`config.mk`:
```
export PLATFORM = sky130hd
export DESIGN_NAME = alu_seq_ctrl
export DESIGN_NICKNAME = d
export VERILOG_FILES = /design/src/rtl/alu_seq_pkg.sv /design/src/rtl/alu_seq_ctrl_shifter.sv /design/src/rtl/alu_seq_ctrl.sv
export SDC_FILE = /design/constraint.sdc
export NUM_CORES = 1
export LEC_CHECK = 0
export BUFFER_PORTS_ARGS = -buffer_cell sky130_fd_sc_hd__buf_2
export CELL_PAD_IN_SITES_DETAIL_PLACEMENT = 0
export CELL_PAD_IN_SITES_GLOBAL_PLACEMENT = 1
export CORE_MARGIN = 3
export CORE_UTILIZATION = 42
export CTS_BUF_LIST = sky130_fd_sc_hd__clkbuf_8
export CTS_CLUSTER_SIZE = 28
export DETAILED_ROUTE_END_ITERATION = 12
export GPL_ROUTABILITY_DRIVEN = 0
export MAX_ROUTING_LAYER = met4
export PLACE_DENSITY = 0.95
export SLEW_MARGIN = 10
export SYNTH_ARGS = -nofsm -noshare
export SYNTH_HDL_FRONTEND = slang
export SYNTH_SLANG_ARGS = --single-unit
```
`constraint.sdc`:
```
create_clock -name clk_in -period 4.29 [get_ports clk_in]
set_input_delay 0.858 -clock clk_in [delete_from_list [all_inputs] [get_ports clk_in]]
set_output_delay 0.858 -clock clk_in [all_outputs]
set_load 0.05 [all_outputs]
```
`src/rtl/alu_seq_pkg.sv`:
```
// Shared definitions for the sequenced ALU controller: micro-opcodes, FSM
// encoding and opcode decode helpers.
package alu_seq_pkg;

    localparam logic [3:0] UOP_ADD   = 4'b0000;
    localparam logic [3:0] UOP_SUB   = 4'b0001;
    localparam logic [3:0] UOP_AND   = 4'b0010;
    localparam logic [3:0] UOP_OR    = 4'b0011;
    localparam logic [3:0] UOP_XOR   = 4'b0100;
    localparam logic [3:0] UOP_SLT   = 4'b1000;
    localparam logic [3:0] UOP_SLTU  = 4'b1001;
    localparam logic [3:0] UOP_NOR   = 4'b1010;
    localparam logic [3:0] UOP_PASSB = 4'b1011;
    localparam logic [3:0] UOP_SRA   = 4'b1101;
    localparam logic [3:0] UOP_SRL   = 4'b1110;
    localparam logic [3:0] UOP_SLL   = 4'b1111;

    localparam logic [1:0] ST_IDLE  = 2'b00;
    localparam logic [1:0] ST_EXEC  = 2'b01;
    localparam logic [1:0] ST_SHIFT = 2'b10;
    localparam logic [1:0] ST_DONE  = 2'b11;

    typedef enum logic [1:0] {
        SHK_NONE = 2'b00,
        SHK_SRA  = 2'b01,
        SHK_SRL  = 2'b10,
        SHK_SLL  = 2'b11
    } shift_kind_e;

    function automatic logic uop_is_reserved(input logic [3:0] uop);
        logic rsv;
        case (uop)
            4'b0101, 4'b0110, 4'b0111, 4'b1100: rsv = 1'b1;
            default:                            rsv = 1'b0;
        endcase
        return rsv;
    endfunction

    function automatic logic uop_is_shift(input logic [3:0] uop);
        return (uop == UOP_SRA) || (uop == UOP_SRL) || (uop == UOP_SLL);
    endfunction

    function automatic shift_kind_e uop_shift_kind(input logic [3:0] uop);
        shift_kind_e kind;
        case (uop)
            UOP_SRA: kind = SHK_SRA;
            UOP_SRL: kind = SHK_SRL;
            UOP_SLL: kind = SHK_SLL;
            default: kind = SHK_NONE;
        endcase
        return kind;
    endfunction

endpackage

```
`src/rtl/alu_seq_ctrl_shifter.sv`:
```
// Iterative one-bit-per-cycle shifter used by alu_seq_ctrl when shifts are
// not routed to the external ALU (left out when ALU_SEQ_FAST_SHIFT_EN is set).
module alu_iter_shifter
    import alu_seq_pkg::*;
#(
    parameter int DATA_WIDTH = 32,
    parameter int SHAMT_W    = $clog2(DATA_WIDTH)
) (
    input  logic                  clk_in,
    input  logic                  rst_n_in,
    input  logic                  load,
    input  logic [DATA_WIDTH-1:0] load_data,
    input  logic [SHAMT_W-1:0]    load_shamt,
    input  shift_kind_e           load_kind,
    input  logic                  step,
    output logic [DATA_WIDTH-1:0] data,
    output logic                  cnt_zero
);

    logic [DATA_WIDTH-1:0] sh_reg;
    logic [SHAMT_W-1:0]    cnt;
    shift_kind_e           kind;

    always_ff @(posedge clk_in or negedge rst_n_in) begin
        if (!rst_n_in) begin
            sh_reg <= '0;
            cnt    <= '0;
            kind   <= SHK_NONE;
        end else if (load) begin
            sh_reg <= load_data;
            cnt    <= load_shamt;
            kind   <= load_kind;
        end else if (step && (cnt != '0)) begin
            case (kind)
                SHK_SLL: sh_reg <= {sh_reg[DATA_WIDTH-2:0], 1'b0};
                SHK_SRL: sh_reg <= {1'b0, sh_reg[DATA_WIDTH-1:1]};
                SHK_SRA: sh_reg <= {sh_reg[DATA_WIDTH-1], sh_reg[DATA_WIDTH-1:1]};
                default: sh_reg <= sh_reg;
            endcase
            cnt <= cnt - SHAMT_W'(1);
        end
    end

    assign data     = sh_reg;
    assign cnt_zero = (cnt == '0);

endmodule

```
`src/rtl/alu_seq_ctrl.sv`:
```
// Request/result sequencer in front of an external combinational ALU.
// ALU_SEQ_FAST_SHIFT_EN: shifts go to the external ALU instead of the iterative shifter.
//
// state | meaning
// IDLE  | ready for a request
// EXEC  | operands on the ALU bus, result captured at end of cycle
// SHIFT | iterative shift in progress, one bit per cycle
// DONE  | result presented, waiting for result_ready_in
module alu_seq_ctrl
    import alu_seq_pkg::*;
#(
    parameter int DATA_WIDTH = 32,
    parameter int SHAMT_W    = $clog2(DATA_WIDTH)
) (
    input  logic                  clk_in,
    input  logic                  rst_n_in,
    input  logic                  op_valid_in,
    output logic                  op_ready_out,
    input  logic [3:0]            uop_in,
    input  logic [DATA_WIDTH-1:0] a_data_in,
    input  logic [DATA_WIDTH-1:0] b_data_in,
    input  logic                  flush_in,
    output logic [DATA_WIDTH-1:0] alu_a_out,
    output logic [DATA_WIDTH-1:0] alu_b_out,
    output logic [3:0]            alu_uop_out,
    input  logic [DATA_WIDTH-1:0] alu_result_in,
    output logic [DATA_WIDTH-1:0] result_out,
    output logic                  result_valid_out,
    input  logic                  result_ready_in,
    output logic                  illegal_out
);

    logic [1:0]            state;
    logic [1:0]            nxt;
    logic                  rst_done;
    logic                  accept;
    logic                  go_shift;
    logic                  in_exec;
    logic                  exec_rsv;
    logic [3:0]            uop_q;
    logic [DATA_WIDTH-1:0] a_q;
    logic [DATA_WIDTH-1:0] b_q;
    logic [DATA_WIDTH-1:0] sh_data;
    logic                  sh_zero;

    // Held low through reset so the request port only opens after the first clock.
    assign op_ready_out = rst_done && (state == ST_IDLE);
    assign accept       = op_valid_in && op_ready_out && !flush_in;

`ifdef ALU_SEQ_FAST_SHIFT_EN
    assign go_shift = 1'b0;
    assign sh_data  = '0;
    assign sh_zero  = 1'b1;
`else
    assign go_shift = uop_is_shift(uop_in);

    alu_iter_shifter #(
        .DATA_WIDTH (DATA_WIDTH),
        .SHAMT_W    (SHAMT_W)
    ) u_shifter (
        .clk_in     (clk_in),
        .rst_n_in   (rst_n_in),
        .load       (accept && go_shift),
        .load_data  (a_data_in),
        .load_shamt (b_data_in[SHAMT_W-1:0]),
        .load_kind  (uop_shift_kind(uop_in)),
        .step       (state == ST_SHIFT),
        .data       (sh_data),
        .cnt_zero   (sh_zero)
    );
`endif

    always_comb begin
        nxt = state;
        case (state)
            ST_IDLE:  if (accept) nxt = go_shift ? ST_SHIFT : ST_EXEC;
            ST_EXEC:  nxt = ST_DONE;
            ST_SHIFT: if (sh_zero) nxt = ST_DONE;
            ST_DONE:  if (result_ready_in) nxt = ST_IDLE;
            default:  nxt = ST_IDLE;
        endcase
        if (flush_in) nxt = ST_IDLE;
    end

    assign in_exec  = (state == ST_EXEC);
    assign exec_rsv = uop_is_reserved(uop_q);

    // Reserved opcodes never reach the ALU; it sees ADD-encoding 0000 instead.
    assign alu_a_out        = in_exec ? a_q : '0;
    assign alu_b_out        = in_exec ? b_q : '0;
    assign alu_uop_out      = (in_exec && !exec_rsv) ? uop_q : 4'b0000;
    assign result_valid_out = (state == ST_DONE);

    always_ff @(posedge clk_in or negedge rst_n_in) begin
        if (!rst_n_in) begin
            state       <= ST_IDLE;
            rst_done    <= 1'b0;
            uop_q       <= '0;
            a_q         <= '0;
            b_q         <= '0;
            result_out  <= '0;
            illegal_out <= 1'b0;
        end else begin
            state    <= nxt;
            rst_done <= 1'b1;
            if (accept) begin
                uop_q <= uop_in;
                a_q   <= a_data_in;
                b_q   <= b_data_in;
            end
            if (!flush_in) begin
                case (state)
                    ST_EXEC: begin
                        result_out  <= exec_rsv ? '0 : alu_result_in;
                        illegal_out <= exec_rsv;
                    end
                    ST_SHIFT: begin
                        if (sh_zero) begin
                            result_out  <= sh_data;
                            illegal_out <= 1'b0;
                        end
                    end
                    default: ;
                endcase
            end
        end
    end

endmodule

```
==> results of run 1 <==
## through the flow
| stage | worst slack (ns) | cell area (µm²) | std cells | hold WS (ns) |
|---|---|---|---|---|
| 6_report | 1.003 | 8382 | 1169 | 0.4513 |
| 5_1_grt | 0.7826 | 8382 | 1169 | 0.4916 |
| 4_1_cts | 0.9358 | 8382 | 1169 | 0.4732 |
| 3_5_place_dp | 1.448 | 7953 | 1137 | 0.4542 |
| 3_3_place_gp | 1.507 | 7953 | 1137 | 0.4498 |
| 2_1_floorplan | 1.877 | 6759 | 767 | 0.4380 |
## layer usage
layer  wire length, µm  track usage (%)  share of wire [%]
met1              8962            30.87                 48
met2              8446            33.18                 45
met3              1136            4.525                6.1
met4               180            5.139               0.96
met5                 0                -                  0
## cell type report
class / instances / area, µm²
Tap cell: 211 / 264.0
Inverter: 8 / 30.03
Timing Repair Buffer: 215 / 1102
Clock buffer: 18 / 247.7
Multi-Input combinational cell: 560 / 2978
Fill cell: 1453 / 7102
Sequential cell: 143 / 3578
Clock inverter: 14 / 181.4
## state kept, by name, summed over array words and instances, names as in the netlist, 2 cells and up
name            flops
state               2
uop_q               4
u_shifter.kind      2
u_shifter.data     32
b_q                32
a_q                32
result_out         32
u_shifter.cnt       5
## cell usage in the layout (no fill, tap or decap), types with 2 or more instances in the layout
cell type   instances
clkbuf_8           18
a21oi_1            36
o211ai_1            3
buf_4               8
and3_1              5
a221oi_1           30
inv_6               4
clkinvlp_4          3
nand2_1           243
bufinv_16           3
nand2b_1            5
and2_1             65
clkinv_4            2
inv_1               8
o21ai_0             8
o31ai_1            33
dfrtp_1           143
buf_2             206
ha_1                7
nor3_1              2
nor2_1             67
a311oi_1            2
nand3_1             2
ha_2                2
a22oi_1            32
## power by group
part	switching (mW)	internal, mW	total [mW]	leakage [nW]
clock	0.568	0.602	1.17	0.209
combinational	2.22	0.822	3.04	2.33
sequential	0.388	1.93	2.32	1.78
total	3.17	3.35	6.53	4.31
## kinds of logic after synthesis
family          after synthesis
mux                           1
simple gates                395
xor+xnor                      2
fa+ha+maj                     9
buf+inv                      64
compound gates              152
flops                       143
other cells                   1
## critical path, delay by kind of cell (launching register included)
family / cells / cell delay, ns
and+or+nand+nor: 1 / 0.30
buffers and inverters: 2 / 0.38
DFF: 1 / 0.42
adders and majority gates: 1 / 0.87
## path summary, 6_finish.rpt
| kind | from | end | slack [ns] | cells after the start |
|---|---|---|---|---|
| worst max-delay path | state[1] | alu_uop_out[0] | 1.00 | 4 |
| worst min-delay path | rst_n_in | b_q[30] | 0.45 | 1 |
| worst max register to register | state[0] | u_shifter.data[20] | 1.55 | 5 |
| worst min register to register | b_q[7] | b_q[7] | 0.47 | 2 |
| max in group asynchronous | rst_n_in | u_shifter.data[15] | 2.89 | 2 |
| min in group clk_in | b_q[7] | b_q[7] | 0.47 | 2 |
==> results.yml, run 1 <==
status:
  status: "completed"
grt:
  grt_usage_pct: 22.06
  grt_pass1_wl_um: 30570
  grt_max_degree: 86
  overflow: 0
  grt_pass1_vias: 5951
  antenna_found_initial: 0
timing:
  fin_tns_setup_ns: 0
  rsz0062_at_grt: "no"
  setup_viol: 0
  fin_skew_ns: 0.007337
  finalHoldViolCount: 0
  relSlewSlack_pct: 31.62
  final_max_slew_viol_count: 0
  tightest_slew_ns: 1.026
  max_freq_mhz: 304.3
  finalCriticalPeriod_ns: 3.287
  min_period_over_period_pct: 76.61
synthesis:
  postSynthAreaPerCell_um2: 8.812
  yosys-top-cells-count: "nand2_1 (243), dfrtp_1 (143), nor2_1 (68)"
  synth-async-reset-ratio_pct: 100.0
  synth_most_common_cell: "nand2_1"
  synth-seq-cells: 143
  synth_cells: 767
  synth_top_family_by_area: "simple AND/OR/NAND/NOR gates"
  synth_cell_type_count: 35
  synth_ff_type: "dfrtp_1"
  ys_warn_count: 0
  syn-cell-area_um2: 6759
  synth_fa_ha_area_share_pct: 1.666
  synth_edf_count: 0
  synth_compound_area_share_pct: 16.01
  synthSimpleGateAreaFrac_pct: 25.14
  yosys.area.top_type: "dfrtp_1"
  synth_top_area_share_pct: 52.94
  synth_area_leaders: "dfrtp_1 (53%), nand2_1 (13%), and2_1 (6.0%)"
  synthMuxAreaShare_pct: 0.1666
  synth_xor_area_share_pct: 0.2592
  synth_fp_nets: 881
  synth.yosys.seq_area_share_pct: 52.94
worst_setup_path:
  crit_chain: "inv_1 > ha_2 > and3_1 > buf_2"
  end_kind: "output pin"
  arrival_ns: 2.43
  path_max_fanout: 68
  cp.required_ns: 3.43
  slowest_delay_ns: 0.87
  startpoint_type: "flip-flop"
  cpMaxStageDelayCell: "ha_2"
  crit_type: "reg -> out"
floorplanning:
  die_w_um: 132.9
  fp-row-count: 45
  start_util_pct: 43.65
  dieArea_um2: 17650
  core_um2: 15480
  io_pins: 208
  die_h_um: 132.9
clock_tree:
  ctsLongestPathBuffers: 2
  clk_pin_slew_ns: 0.08
  cts.sinks: 143
  htreeDepth: 4
  cts_tree: "yes"
  cts_resized: 0
  root_buffer: "clkbuf_8"
  postCtsHoldBufs: 0
  clk_latency_ns: 0.44
  numCtsBuffers: 17
  cts_setup_buffers: 0
drt:
  drtPass1Iterations: 5
  wl_um: 18730
  wl_per_cell_um: 16.02
  vias_per_cell: 5.163
  vias: 6035
  drt_iter0_markers: 423
  drtAntennaViolNets: 0
  route.detailed.drc: 0
flow_run:
  cap_violations: 0
finish:
  syn_to_final_growth_pct: 24.01
  nNetsFinal: 1059
  n_antenna_cell: 0
  drive_gt1_share_pct: 26.72
  utilization_pct: 54.13
placed_design:
  dp_hpwl_um: 12410
  portBuffers: 207
worst_hold_path:
  hold_class: "in -> async"
pwr:
  p_leak_nw: 4.314
  ir_drop_mv: 0.4057
  power_mw: 6.525
  p_per_area_nw_per_um2: 778.5
Power figures use the tool's default switching activity.
==> run 2: changes to the inputs <==
Settings changed: CORE_UTILIZATION 42 to 39, PLACE_DENSITY 0.95 to 0.91.
Clock period 4.29 ns to 3.4 ns, I/O delays scaled along.
==> results.yml, run 2 (synthesis gave the netlist of run 1 again) <==
finish:
  utilization_pct: 50.78
  layout_commonest_cell: "nand2_1"
  syn_to_final_growth_pct: 25.92
  mostFrequentLayoutCells: "nand2_1 (243), buf_2 (206), dfrtp_1 (143), nor2_1 (67), and2_1 (65)"
  nNetsFinal: 1064
  drive_gt1_share_pct: 27.00
  fill_cells: 1580
worst_setup_path:
  startpoint_type: "flip-flop"
  r2r_cells: 6
  arrival_ns: 2.14
  worst-path-stages: 5
  cp_top_family: "buffers and inverters"
  slowest_delay_ns: 0.47
  crit_buf_inv: 3
  end_kind: "output pin"
  r2r_slack_ns: 1.01
  cpMaxStageDelayCell: "ha_2"
  crit_chain: "inv_1 > ha_2 > buf_12 > and3_1 > buf_2"
  cp.required_ns: 2.72
  crit_type: "reg -> out"
  path_max_fanout: 44
drt:
  drtPass1Iterations: 5
  drtAntennaViolNets: 0
  wl_per_cell_um: 15.89
  vias_per_cell: 5.099
  wl_um: 18820
  drt_iter0_markers: 369
  route.detailed.drc: 0
  vias: 6037
grt:
  antenna_found_initial: 0
  grt_pass1_vias: 5783
  grt_usage_pct: 20.60
  grt_max_degree: 71
  overflow: 0
  grt_pass1_wl_um: 29710
timing:
  setup_viol: 0
  fin_skew_ns: 0.01042
  relSlewSlack_pct: 37.08
  tightest_slew_ns: 0.9437
  finalHoldViolCount: 0
  finalCriticalPeriod_ns: 2.823
  min_period_over_period_pct: 83.04
  setup_slack_ns: 0.5767
  rsz0062_at_grt: "no"
  fin_tns_setup_ns: 0
  hold_ws_ns: 0.2076
  final_max_slew_viol_count: 0
  max_freq_mhz: 354.2
clock_tree:
  postCtsHoldBufs: 0
  clk_pin_slew_ns: 0.08
  root_buffer: "clkbuf_8"
  ctsLongestPathBuffers: 2
  cts_setup_buffers: 0
  cts_tree: "yes"
  clk_latency_ns: 0.43
  cts.sinks: 143
  cts_resized: 0
  numCtsBuffers: 17
  htreeDepth: 4
placed_design:
  portBuffers: 207
  dp_hpwl_um: 13010
  dp_slack_ns: 1.002
status:
  status: "completed"
pwr:
  p_leak_nw: 4.377
  p_per_area_nw_per_um2: 982.3
  power_mw: 8.360
  ir_drop_mv: 0.4120
floorplanning:
  core_um2: 16760
  start_util_pct: 40.33
  die_w_um: 137.6
  die_h_um: 137.6
  dieArea_um2: 18950
  fp-row-count: 47
  io_pins: 208
worst_hold_path:
  hold_class: "in -> async"
flow_run:
  cap_violations: 0
## run 2: metal layers
layer  global-route usage, %  part of all wire [%]
met1                   29.12                    47
met2                   29.85                    44
met3                   5.369                   8.7
met4                   4.656                  0.72
met5                       -                     0
## run 2: worst reg2reg max path, stage by stage, from the launching register on
cell	delay, ns
dfrtp_1	0.38
inv_1	0.09
ha_1	0.16
or4b_1	0.65
a32oi_4	0.31
buf_4	0.32
mux2_2	0.37
## run 2: layout make-up
| type | count | area, µm² | area share [%] |
|---|---|---|---|
| flip-flops and latches | 143 | 3578 | 42.05 |
| repair buffers | 220 | 1177 | 13.83 |
| well taps | 220 | 275.3 | 3.234 |
| clock buffers | 23 | 316.6 | 3.720 |
| inverters | 8 | 30.03 | 0.3528 |
| multi-input cells | 560 | 2978 | 34.99 |
| diodes | 1 | 2.502 | 0.02940 |
| clock inverters | 9 | 152.6 | 1.794 |
## run 2: where the power goes
part	switching (mW)	leakage (nW)	internal (mW)	total [mW]
combinational	2.80	2.36	1.08	3.88
sequential	0.477	1.78	2.43	2.91
clock	0.649	0.236	0.918	1.57
## run 2: through the flow
stage | std cells | instance area (µm²)
2_1_floorplan | 767 | 6759
3_3_place_gp | 1151 | 8039
3_5_place_dp | 1151 | 8039
4_1_cts | 1183 | 8508
5_1_grt | 1183 | 8508
6_report | 1184 | 8511
## run 2: path summary, 6_finish.rpt
check                                         end        startpoint
min in group clk_in                       b_q[20]     b_data_in[20]
worst min register to register            a_q[15]           a_q[15]
worst max-delay path               alu_uop_out[3]          state[1]
max in group asynchronous        u_shifter.cnt[3]          rst_n_in
worst min-delay path                      b_q[30]          rst_n_in
worst max register to register  u_shifter.data[0]  u_shifter.cnt[0]
